**src/rtl/steer_en_cond.sv**
```systemverilog
// Rider weight/balance condition generator and settle timer that feed the
// steering-enable state machine. Two-stage pipeline: sum/|diff|, then compares.
module steer_en_cond #(
    parameter logic [11:0] MIN_RIDER_WT  = 12'h200,
    parameter logic [7:0]  WT_HYSTERESIS = 8'h40,
    parameter logic [25:0] TMR_CYCLES    = 26'd65_000_000
) (
    input  logic        clk,
    input  logic        rst_n,
    input  logic [11:0] lft_ld,
    input  logic [11:0] rght_ld,
    input  logic        ld_vld,
    input  logic        clr_tmr,
    output logic        sum_gt_min,
    output logic        sum_lt_min,
    output logic        diff_gt_1_4,
    output logic        diff_gt_15_16,
    output logic        tmr_full,
    output logic        cond_vld
);

    localparam logic [12:0] WT_HI    = {1'b0, MIN_RIDER_WT} + {5'b0, WT_HYSTERESIS};
    localparam logic [12:0] WT_LO    = {1'b0, MIN_RIDER_WT} - {5'b0, WT_HYSTERESIS};
    localparam logic [25:0] TMR_LAST = TMR_CYCLES - 26'd1;

    // Stage 1 registers
    logic [12:0] sum_q, sum_d;
    logic [11:0] diff_q, diff_d;
    logic        v1_q;

    // Stage 2 registers
    logic        gt_q, gt_d;
    logic        lt_q, lt_d;
    logic        d14_q, d14_d;
    logic        d1516_q, d1516_d;
    logic        cvld_q;

    logic [25:0] cnt_q, cnt_d;

    logic [12:0] sub_raw;
    logic [12:0] sub_mag;
    logic [12:0] diff_ext;

    always_comb begin
        sub_raw = {1'b0, lft_ld} - {1'b0, rght_ld};
        sub_mag = sub_raw[12] ? (13'd0 - sub_raw) : sub_raw;
        sum_d   = sum_q;
        diff_d  = diff_q;
        if (ld_vld) begin
            sum_d  = {1'b0, lft_ld} + {1'b0, rght_ld};
            diff_d = sub_mag[11:0];
        end
    end

    always_comb begin
        diff_ext = {1'b0, diff_q};
        gt_d     = gt_q;
        lt_d     = lt_q;
        d14_d    = d14_q;
        d1516_d  = d1516_q;
        if (v1_q) begin
            gt_d    = sum_q > WT_HI;
            lt_d    = sum_q < WT_LO;
            d14_d   = diff_ext > (sum_q >> 2);
            d1516_d = diff_ext > (sum_q - (sum_q >> 4));
        end
    end

    // Clear wins over counting; the count parks at the last value.
    always_comb begin
        cnt_d = cnt_q;
        if (clr_tmr) begin
            cnt_d = 26'd0;
        end else if (cnt_q != TMR_LAST) begin
            cnt_d = cnt_q + 26'd1;
        end
    end

    always_ff @(posedge clk or negedge rst_n) begin
        if (!rst_n) begin
            sum_q   <= 13'd0;
            diff_q  <= 12'd0;
            v1_q    <= 1'b0;
            gt_q    <= 1'b0;
            lt_q    <= 1'b1;
            d14_q   <= 1'b0;
            d1516_q <= 1'b0;
            cvld_q  <= 1'b0;
            cnt_q   <= 26'd0;
        end else begin
            sum_q   <= sum_d;
            diff_q  <= diff_d;
            v1_q    <= ld_vld;
            gt_q    <= gt_d;
            lt_q    <= lt_d;
            d14_q   <= d14_d;
            d1516_q <= d1516_d;
            cvld_q  <= v1_q;
            cnt_q   <= cnt_d;
        end
    end

    assign sum_gt_min    = gt_q;
    assign sum_lt_min    = lt_q;
    assign diff_gt_1_4   = d14_q;
    assign diff_gt_15_16 = d1516_q;
    assign cond_vld      = cvld_q;
    assign tmr_full      = (cnt_q == TMR_LAST);

endmodule

```
**config.mk**
```make
export PLATFORM = sky130hd
export DESIGN_NAME = steer_en_cond
export DESIGN_NICKNAME = d
export VERILOG_FILES = /design/src/rtl/steer_en_cond.sv
export SDC_FILE = /design/constraint.sdc
export NUM_CORES = 1
export LEC_CHECK = 0
export CORE_MARGIN = 3
export CORE_UTILIZATION = 45
export DETAILED_ROUTE_END_ITERATION = 8
export PLACE_DENSITY = 0.62
export SYNTH_ARGS = -nofsm -noshare
export SYNTH_HDL_FRONTEND = slang
export SYNTH_SLANG_ARGS = --single-unit
```
**constraint.sdc**
```tcl
create_clock -name clk -period 3.25 [get_ports clk]
set_clock_uncertainty 0.1 [all_clocks]
set_input_delay 0.975 -clock clk [delete_from_list [all_inputs] [get_ports clk]]
set_output_delay 0.975 -clock clk [all_outputs]
set_load 0.02 [all_outputs]
```
[Yosys cells after proc, flatten, opt, wreduce, memory -nomap -nowiden]
Index checks and enable logic that the tools add are counted.
Word-level totals
  word-level logic and storage cells: 24
  flip-flop bits (word level): 57
  input bits: 28
  output and inout port bits: 6
Cells by class
  equal/unequal tests: 2
  reduce and logical (&&, ||, !) cells: 1
  add/subtract/negate cells: 5
  mux-type cells: 3
  order comparisons: 4
Operator list (count)
  2-to-1 mux 26 bit: 2
  adder 26 x 1 -> 26 bit (second input constant): 1
  equality test 26 bit (second input constant): 1
  != test 26 bit (second input constant): 1
  adder 12 x 12 -> 13 bit: 1
  greater-than comparator 12 x 13 -> 1 bit: 1
  greater-than comparator 13 x 10 -> 1 bit (second input constant): 1
  < comparator 13 x 9 -> 1 bit (second input constant): 1
  subtractor 12 x 12 -> 13 bit: 1
  subtractor 13 x 9 -> 13 bit: 1
  greater-than comparator 12 x 11 -> 1 bit: 1
  2-to-1 mux 12 bit: 1
  subtractor 1 x 12 -> 12 bit (first input constant): 1
  nonzero test 2 bit: 1

[Depth between registers and ports, before layout]
Gate-level depths: netlist of the first run.
  word-level depth: 3
  depth in mapped cells: 16
  gate-level depth less buffers: 16

[Least setup slack after synthesis of the first run]
OpenSTA, ideal clock, no wires.
  path kind: input to register
  start point: in lft_ld[0]
  end point: reg diff_q[10]
  data arrival time: 3.547 ns
  library setup time: 0.125 ns
  stages on the path: 12
  data required time: 3.025 ns
  setup slack: -0.522 ns
  path buffers: 0
  cell sequence: inv_1 -> ha_1 -> inv_1 -> fa_1 -> a211o_1 -> a21o_1 -> a311oi_1 -> nand4b_1 -> or3_1 -> o31ai_2 -> xor2_1 -> mux2_2
Between the ends
  longest elaborated chain between the ends: 3
Ends and longest elaborated chain
  from (decl): RTL line 10  | input logic [11:0] lft_ld,
  subtractor 12 x 12 -> 13 bit *: RTL line 45  | sub_raw = {1'b0, lft_ld} - {1'b0, rght_ld};
  subtractor 1 x 12 -> 12 bit: RTL line 46  | sub_mag = sub_raw[12] ? (13'd0 - sub_raw) : sub_raw;
  2-to-1 mux 12 bit *: RTL line 46
  to (signal assigned): RTL line 92  | diff_q <= diff_d;
  to (decl): RTL line 28  | logic [11:0] diff_q, diff_d;
Every way passes the cells marked *; elsewhere a longest branch is shown, timed or not.
A chain may end at the register's enable or synchronous reset.

[Final worst setup path of the first run]
Same ends and word-level chain as after synthesis.

==> results of run 1 <==
-- how the worst min path moves through the flow --
stage                     startpoint          to  slack [ns]  depth (start not counted)
final                     sum_lt_min  sum_lt_min        0.38                          2
after global routing      sum_lt_min  sum_lt_min        0.42                          2
after CTS                 sum_lt_min  sum_lt_min        0.38                          2
after detailed placement  sum_lt_min  sum_lt_min        0.37                          2
after global placement    sum_lt_min  sum_lt_min        0.37                          2
after floorplan                 v1_q    cond_vld        0.35                          0
-- through the flow --
| step | instance area (µm²) | utilization [%] | setup TNS [ns] |
|---|---|---|---|
| 2_1_floorplan | 4700 | - | -0.475 |
| 3_3_place_gp | 5780 | 58.3 | -10.86 |
| 3_5_place_dp | 5780 | 58.3 | -11.90 |
| 4_1_cts | 6040 | 60.9 | -0.302 |
| 5_1_grt | 6170 | 62.2 | -0.929 |
| 6_report | 6170 | 62.2 | -0.429 |
-- kinds of logic (layout without fill, tap and decap cells) --
family / Yosys count / in the layout / synth area share [%]
flip-flops: 56 / 56 / 30.1
AO/OA/AOI/OAI: 126 / 126 / 17.2
XOR/XNOR: 53 / 53 / 9.96
AND/OR/NAND/NOR: 171 / 171 / 18.2
buffers and inverters: 66 / 187 / 5.51
multiplexers: 9 / 9 / 2.12
adder cells (fa/ha/maj): 61 / 61 / 16.9
-- worst min-delay path, cell delays in order (launching register included) --
cell and delay [ns]:
dfstp_2 0.38, inv_1 0.04, o22ai_1 0.06
-- routing by layer --
metal  share of wire, %  vias to the layer above  track usage (%)
met1                 49                     1958             26.6
met5                  0                        -                0
li1                   -                     2145                -
met4                1.6                        0             5.50
met3                2.7                       12             2.10
met2                 47                       60             32.9
-- registers in the layout (all words and copies together) (netlist names) --
signal and flops:
diff_gt_15_16 1, cond_vld 1, sum_q 13, sum_lt_min 1, v1_q 1, sum_gt_min 1
diff_gt_1_4 1, cnt_q 26, diff_q 11
-- cells in the mapped netlist, types with 8 or more instances --
library cell,instances,share of area (%)
or3_1,9,1.2
o21ai_0,29,3.1
nor2b_1,9,1.2
a21oi_1,42,4.5
clkbuf_1,13,1.0
nand3_1,22,2.4
ha_1,58,16
dfrtp_1,55,30
xnor2_1,35,6.6
nand2_1,23,1.9
inv_1,50,4.0
nor2_1,63,5.1
a31oi_1,8,1.1
nand2b_1,8,1.1
xor2_1,18,3.4
-- final cells by class --
type                    instances  area share [%]
clock buffers                   6            1.18
repair buffers                129            16.9
multi-input cells             420            53.0
clock inverters                 2           0.223
flip-flops and latches         56            22.7
inverters                      50            3.25
well taps                     133            2.70
-- power by group --
group | switching [W] | internal [W] | leakage [nW]
clock | 0.000226 | 0.000154 | 0.0456
combinational | 0.000794 | 0.000843 | 2.09
sequential | 0.000101 | 0.000790 | 0.703
-- what timing repair did --
action / CTS / global route
gates cloned: 0 / 0
gates resized for setup: 54 / 28
setup endpoints to repair: 17 / 16
buffers inserted: 5 / 5
hold endpoints to repair: 0 / 0
pin swaps: 16 / 24
==> summary by stage, run 1 <==
Pwr
In this run the static leakage power is approximately 2.8 nW. The overall power is approximately 0.0029 W. The maximum vdd ir drop is roughly 0.27 mV. Dividing total power by cell area gives a power density of between 400 and 500 mW/mm².

Clock tree
The TritonCTS sink count is between 50 and 60. The H-tree level count is 2. The cell at the root of the clock tree is clkbuf_8.

The clock buffer count from CTS is 5. The CTS tree is built. Clock latency on the worst-skew pair, taken at its later pin, is about 0.31 ns.

Buffers inserted to repair hold after CTS numbered 0. The maximum buffer depth of the clock tree is 2. Clock-pin slew was measured on the worst setup and hold paths at around 0.090 ns.

Global routing
Entering global routing, the biggest net connects 42 pins. For this run the aggregate overflow at the end of global routing stands at 0. The via count of the first global-routing pass is 4121. The first global-routing pass estimated 18700 µm of wire. The overall routing resource usage is ~20%.

The number of antenna violations at the first check in global routing is 0.

Floorplan
The area of the die is 0.0116 mm². The total I/O pin count is 34. Once the floorplan was initialized, standard cells occupied between 40 and 50% of the core. The floorplan core area is just under 0.01 mm².

The vertical die dimension is between 100 and 150 µm. The number of rows in the core area is 36. The die width is around 110 µm.

Yosys
Yosys mapped the design onto around 60 distinct sky130hd cell types. Summing every instance area after synthesis gives between 0.004 and 0.005 mm². The synthesis-stage register bit count is 56. For this run, the leading register cell type out of synthesis is dfrtp_1.

Counting every instance in the synthesized netlist gives ~540. Yosys mapped a number of flops with a built-in enable equal to 0. Of all flip-flops after synthesis, the portion carrying an async set or reset was 100%.

During synthesis, Yosys emitted a total of 0 warnings. Counting every net in the synthesized netlist gives about 630. The mean cell area of the mapped netlist is 8.59 µm². The sequential share of the synthesized area is between 30% and 40%.

STA
The number of pins with negative max-slew slack in the final report is 0. Setup repair after global routing could not meet its margin everywhere. Setup violations remaining at the end of the flow were counted as 4. The final critical path takes up 105% of the cycle. Across all setup checks in the final design, the least slack found is -0.149 ns. The routed design could run at a clock period as short as roughly 3.4 ns. Derived from the worst setup path, the maximum achievable clock frequency is slightly below 0.3 GHz. The number of failing hold endpoints at the final stage came to 0.

Headroom to the max-slew limit came out at about three fifths. Hold is met by about 0.38 ns. At the pin with the least slew margin, the transition time is around 0.58 ns.

Layout
The footprint of the multi-input gates is roughly 0.0033 mm². The post-layout instance count excluding filler cells is roughly 800. The repair_antennas step left the layout with diodes totalling 0. The top cell types in the final layout, fill and taps aside, are buf_4, nor2_1, dfrtp_1. The library cell used most frequently in the layout, excluding fill and tap cells, is buf_4. The area of all sequential standard cells is 0.00140 mm². Compared with the post-synthesis result, the final layout area differs by 32.4%.

The fraction of layout cells with a size suffix above 1 is a little under a quarter. The filler cells instantiated in the layout total around 880. The final layout net count is 751.

Min path
The path class of the tightest hold or removal check is reg2reg.

Placement
The final HPWL from detailed placement is about 8600 µm. At the placement stage, the worst setup path has a slack of -1.06 ns. In this run, placement finished with an instance count of approximately 780. At the end of routability-driven placement, the weighted congestion stood at around 0.9. Buffers placed on the I/O ports in this run total 33.

Worst setup path
Of all nets on the critical path, the largest fanout is 2. The capture instance of the worst register-to-register path is diff_gt_15_16. Setup slack on the worst reg-to-reg path comes out at ~0.1 ns.

The kind of launch point of the worst setup path is a primary input. The element type at the critical path end is a flop. The cell type group with the largest total delay on the critical path is compound AO/OA/AOI/OAI gates. Tracing the worst setup path back leads to its startpoint at lft_ld[0].

The worst path buffer plus inverter count is 3. The stage delay of the slowest cell on the critical path is a little over 0.4 ns. For the worst flop-to-flop path, the logic depth is 14. The number of stages on the worst setup path is 13. The critical path data required time is between 3 and 4 ns. Walking the worst path, the cells encountered are buf_12 > inv_12 > ha_4 > inv_2 > fa_2 > a211o_1 > a21o_1 > a311oi_2 > nand4b_1 > or3_4 > o31ai_4 > xor2_1 > mux2_4. The master of the slowest instance on the critical path is or3_4. The critical path in this run is classified as in2reg. The startpoint identified for the worst register-to-register timing path is sum_q[1]. STA puts the critical path data arrival time at between 3 and 4 ns. The critical path capture point is diff_q[10].

Detailed routing
The routed via count is approximately 4200. The first detailed-routing pass ran for 6 iterations. The wire length reported by the detailed router is roughly 11000 µm. The per-cell via count in the routed design is 5.24. After detailed routing, the number of remaining DRC violations is 0. The initial DRC count is 237.

The number of routed nets with antenna violations is 0. Dividing the detail-routed wire length by the instance count gives 13.5 µm.

Outcome
The run finished, with violations left. The checks that failed: setup timing.

Run
The count of maximum capacitance violations is 0.
No activity file was read; power rests on OpenSTA's default activity.
==> inputs of run 2 (changes only) <==
--- a/config.mk
+++ b/config.mk
@@ -9,6 +9,7 @@
 export CORE_UTILIZATION = 45
 export DETAILED_ROUTE_END_ITERATION = 8
 export PLACE_DENSITY = 0.62
+export SLEW_MARGIN = 10
 export SYNTH_ARGS = -nofsm -noshare
 export SYNTH_HDL_FRONTEND = slang
 export SYNTH_SLANG_ARGS = --single-unit
==> results of run 2 <==
Same layout as run 1: the final DEF is identical, and so are final timing and power.
==> inputs of run 3 (changes only) <==
--- a/config.mk
+++ b/config.mk
@@ -8,6 +8,7 @@
 export CORE_MARGIN = 3
 export CORE_UTILIZATION = 45
 export DETAILED_ROUTE_END_ITERATION = 8
+export GPL_TIMING_DRIVEN = 0
 export PLACE_DENSITY = 0.62
 export SLEW_MARGIN = 10
 export SYNTH_ARGS = -nofsm -noshare
==> run 3 against run 2 <==
Against the previous run: the flow still finishes with violations (setup timing); sequential cell count is the same; register-to-register slack got worse by 0.09 ns; hold slack better by 0.0075 ns; largest cell class unchanged; via count down 5.1%; critical path type unchanged; worst setup slack improved by 0.030 ns; die area unchanged.
==> summary by stage, run 3 (synthesis gave the netlist of run 1 again) <==
Outcome
Result of the run: finished with violations (unchanged). Violations in the final reports: setup timing (unchanged).

Detailed routing
The wire length on met1 came to 5300 µm (was 5290 µm). The per-cell via count in the routed design came to 5.41 (was 5.24). The post-route DRC violation count was 0 (unchanged).

The sum of met3 wire segment lengths after detailed routing came to 309 µm (was 292 µm). The length of routed met2 wiring came to 4830 µm (was 5020 µm). The length of the first detailed-routing pass in iterations is 4 (was 6). The uppermost metal layer occupied by signal nets is met4 (unchanged). The number of routed nets with antenna violations came to 0 (unchanged).

The wire length reported by the detailed router is 10600 µm (was 10800 µm). The routed via count was 3961 (was 4175). The initial DRC count was 246 (was 237).

The per-cell routed wire length is 14.5 µm (was 13.5 µm).

Global routing
The overall routing resource usage is 19.5% (about the same). The total grt overflow came to 0 (unchanged). The via count of the first global-routing pass came to 3966 (was 4121). The global-route wire length before repair came to 18500 µm (was 18700 µm). The largest net degree at the start of global routing came to 57 (was 42). The number of antenna violations at the first check in global routing is 0 (unchanged).

STA
The normalized max-slew margin is 52.3% (was 61.0%). The least setup slack across all paths after layout came to -0.119 ns (was -0.149 ns). The summed negative setup slack over all endpoints is -0.233 ns (was -0.429 ns). The final worst-path cycle share is 104% (was 105%).

The maximum achievable frequency is 0.297 GHz (was 0.294 GHz). The number of failing hold endpoints at the final stage is 0 (unchanged). Unrepaired setup endpoints after global routing: yes (unchanged). The worst hold slack after final layout is 0.389 ns (was 0.381 ns). The transition at the pin with the smallest max-transition slack is 0.715 ns (was 0.580 ns). The number of pins with negative max-slew slack in the final report is 0 (unchanged). The final number of setup-violating endpoints is 3 (was 4). The time the final worst path needs with I/O delays and setup was 3.37 ns (was 3.40 ns).

Pwr
The switching share of power was 40.3% (was 38.6%). The power density normalized to cell area was 489 mW/mm² (was 472 mW/mm²). The leakage power of the design is 2.51 nW (was 2.84 nW). The power share of the sequential group came to 31.9% (was 30.6%).

The total net switching power was 0.00112 W (about the same). The share of total power in combinational logic is 53.6% (was 56.3%). The portion of total power attributed to the clock network came to 14.5% (was 13.1%). The overall power is 0.00279 W (was 0.00291 W). The design internal power was 0.00167 W (was 0.00179 W). The maximum vdd ir drop was 0.281 mV (was 0.275 mV).

Min path
The classification of the worst-slack hold path is reg2reg (unchanged). The launch instance of the worst min-delay path is sum_lt_min (unchanged). The hold path endpoint is sum_lt_min (unchanged).

The cell depth of the worst min-delay path is 2 (unchanged).

Floorplan
The floorplan core area is 0.00991 mm² (unchanged). The vertical die dimension came to 108 µm (unchanged). The starting density of the core is 47.0% (unchanged). The total I/O pin count is 34 (unchanged). The die width is 108 µm (unchanged). The number of rows in the core area came to 36 (unchanged). The area of the die came to 0.0116 mm² (unchanged).

Layout
Registers with the most flip-flops: cnt_q: 26 flops, sum_q: 13 flops, diff_q: 11 flops (unchanged). The total inserted antenna cells was 0 (unchanged). The most common cell after layout, fill and taps aside is nor2_1 (was buf_4).

The number of flip-flops in the largest register was 26 (unchanged). The utilization after layout is 57.6% (was 62.2%). The final layout net count was 687 (was 751). The fraction of layout cells with a size suffix above 1 is 16.4% (was 24.0%). The layout-stage area growth over the synthesis result is 22.5% (was 32.4%). Most used cells in the layout excluding fill and tap cells: nor2_1, dfrtp_1, ha_1 (was buf_4, nor2_1, dfrtp_1). The register with the most flip-flops is cnt_q (unchanged).

Worst setup path
The critical path data required time is 3.35 ns (about the same). The worst setup path category is in2reg (unchanged). The capture instance of the worst register-to-register path is diff_gt_15_16 (unchanged). The element type at the critical path end was a flop (unchanged).

The count of cells along the worst register-to-register path came to 14 (unchanged). The worst setup slack for register-to-register paths is 0.01 ns (was 0.10 ns). The arrival time at the worst endpoint was 3.47 ns (was 3.50 ns). The maximum net fanout on the critical path is 2 (unchanged).

The startpoint of the worst register-to-register path is sum_q[4] (was sum_q[1]). The kind of launch point of the worst setup path was a primary input (unchanged).

Placement
The number of input and output port buffers inserted is 32 (was 33). The final RePlAce weighted congestion came to 0.836 (was 0.923). The final HPWL from detailed placement is 8110 µm (was 8610 µm).

Clock tree
The TritonCTS sink count came to 56 (unchanged). The maximum buffer depth of the clock tree was 2 (unchanged). The cell at the root of the clock tree is clkbuf_8 (unchanged). The H-tree level count is 2 (unchanged).

The clock input transition at the sequential cells of the worst setup and hold paths came to 0.11 ns (was 0.09 ns). The hold-fix buffer count after cts is 0 (unchanged). The latest clock arrival within the worst-skew pair is 0.32 ns (was 0.31 ns). The CTS tree is built (unchanged). The clock buffer count from CTS is 5 (unchanged).

Run
The count of maximum capacitance violations was 0 (unchanged).
-- run 3: how the worst max path moves through the flow --
stage | start | to | slack, ns
after floorplan | lft_ld[0] | diff_q[10] | -0.24
after global placement | lft_ld[0] | diff_q[10] | -1.07
after detailed placement | lft_ld[0] | diff_q[10] | -1.11
after CTS | lft_ld[0] | diff_q[10] | -0.29
after global routing | sum_q[1] | diff_gt_15_16 | -0.22
final | lft_ld[0] | diff_q[8] | -0.12
-- run 3: critical path: stages --
cell,delay (ns)
buf_12,0.11
inv_12,0.04
ha_4,0.11
inv_2,0.03
fa_2,0.33
a211o_1,0.29
a21o_1,0.19
a311oi_2,0.28
nand4b_1,0.16
or3_4,0.41
buf_4,0.15
nand2_4,0.05
xnor2_2,0.07
mux2_4,0.26
-- run 3: area by class of cell --
class	instances	area (µm²)
fillers	902	4200
multi-input cells	420	3300
flip-flops and latches	56	1410
repair buffers	54	488
inverters	50	200
well taps	133	166
clock buffers	5	68.8
plain buffers	11	48.8
clock inverters	3	26.3
-- run 3: what timing repair did --
action                                  CTS  global route
resized for setup                        68            31
cloned                                    0             0
pin swaps                                26            21
buffers inserted                         16             8
endpoints found under the hold margin     0             0
endpoints found under the setup margin   17            15
-- run 3: metrics by stage --
stage                     std cells  instance area (µm²)  setup slack (ns)
after floorplan                 542                 4700            -0.241
after global placement          707                 5190             -1.07
after detailed placement        707                 5190             -1.11
after CTS                       725                 5560            -0.291
after global routing            732                 5710            -0.218
final                           732                 5710            -0.119
-- run 3: routing by layer --
metal / vias to the layer above / track usage, %
li1: 2021 / -
met1: 1855 / 28.0
met2: 66 / 31.5
met3: 19 / 1.74
met4: 0 / 5.32
met5: - / 0
-- run 3: power by group through the flow --
stage | Combinational (W) | Sequential (W) | Clock, W
floorplan | 0.000931 | 0.000881 | 0
global route | 0.00168 | 0.000909 | 0.000450
CTS | 0.00140 | 0.000890 | 0.000425
detailed placement | 0.00125 | 0.000906 | 0
global placement | 0.00121 | 0.000902 | 0
finish | 0.00150 | 0.000890 | 0.000405
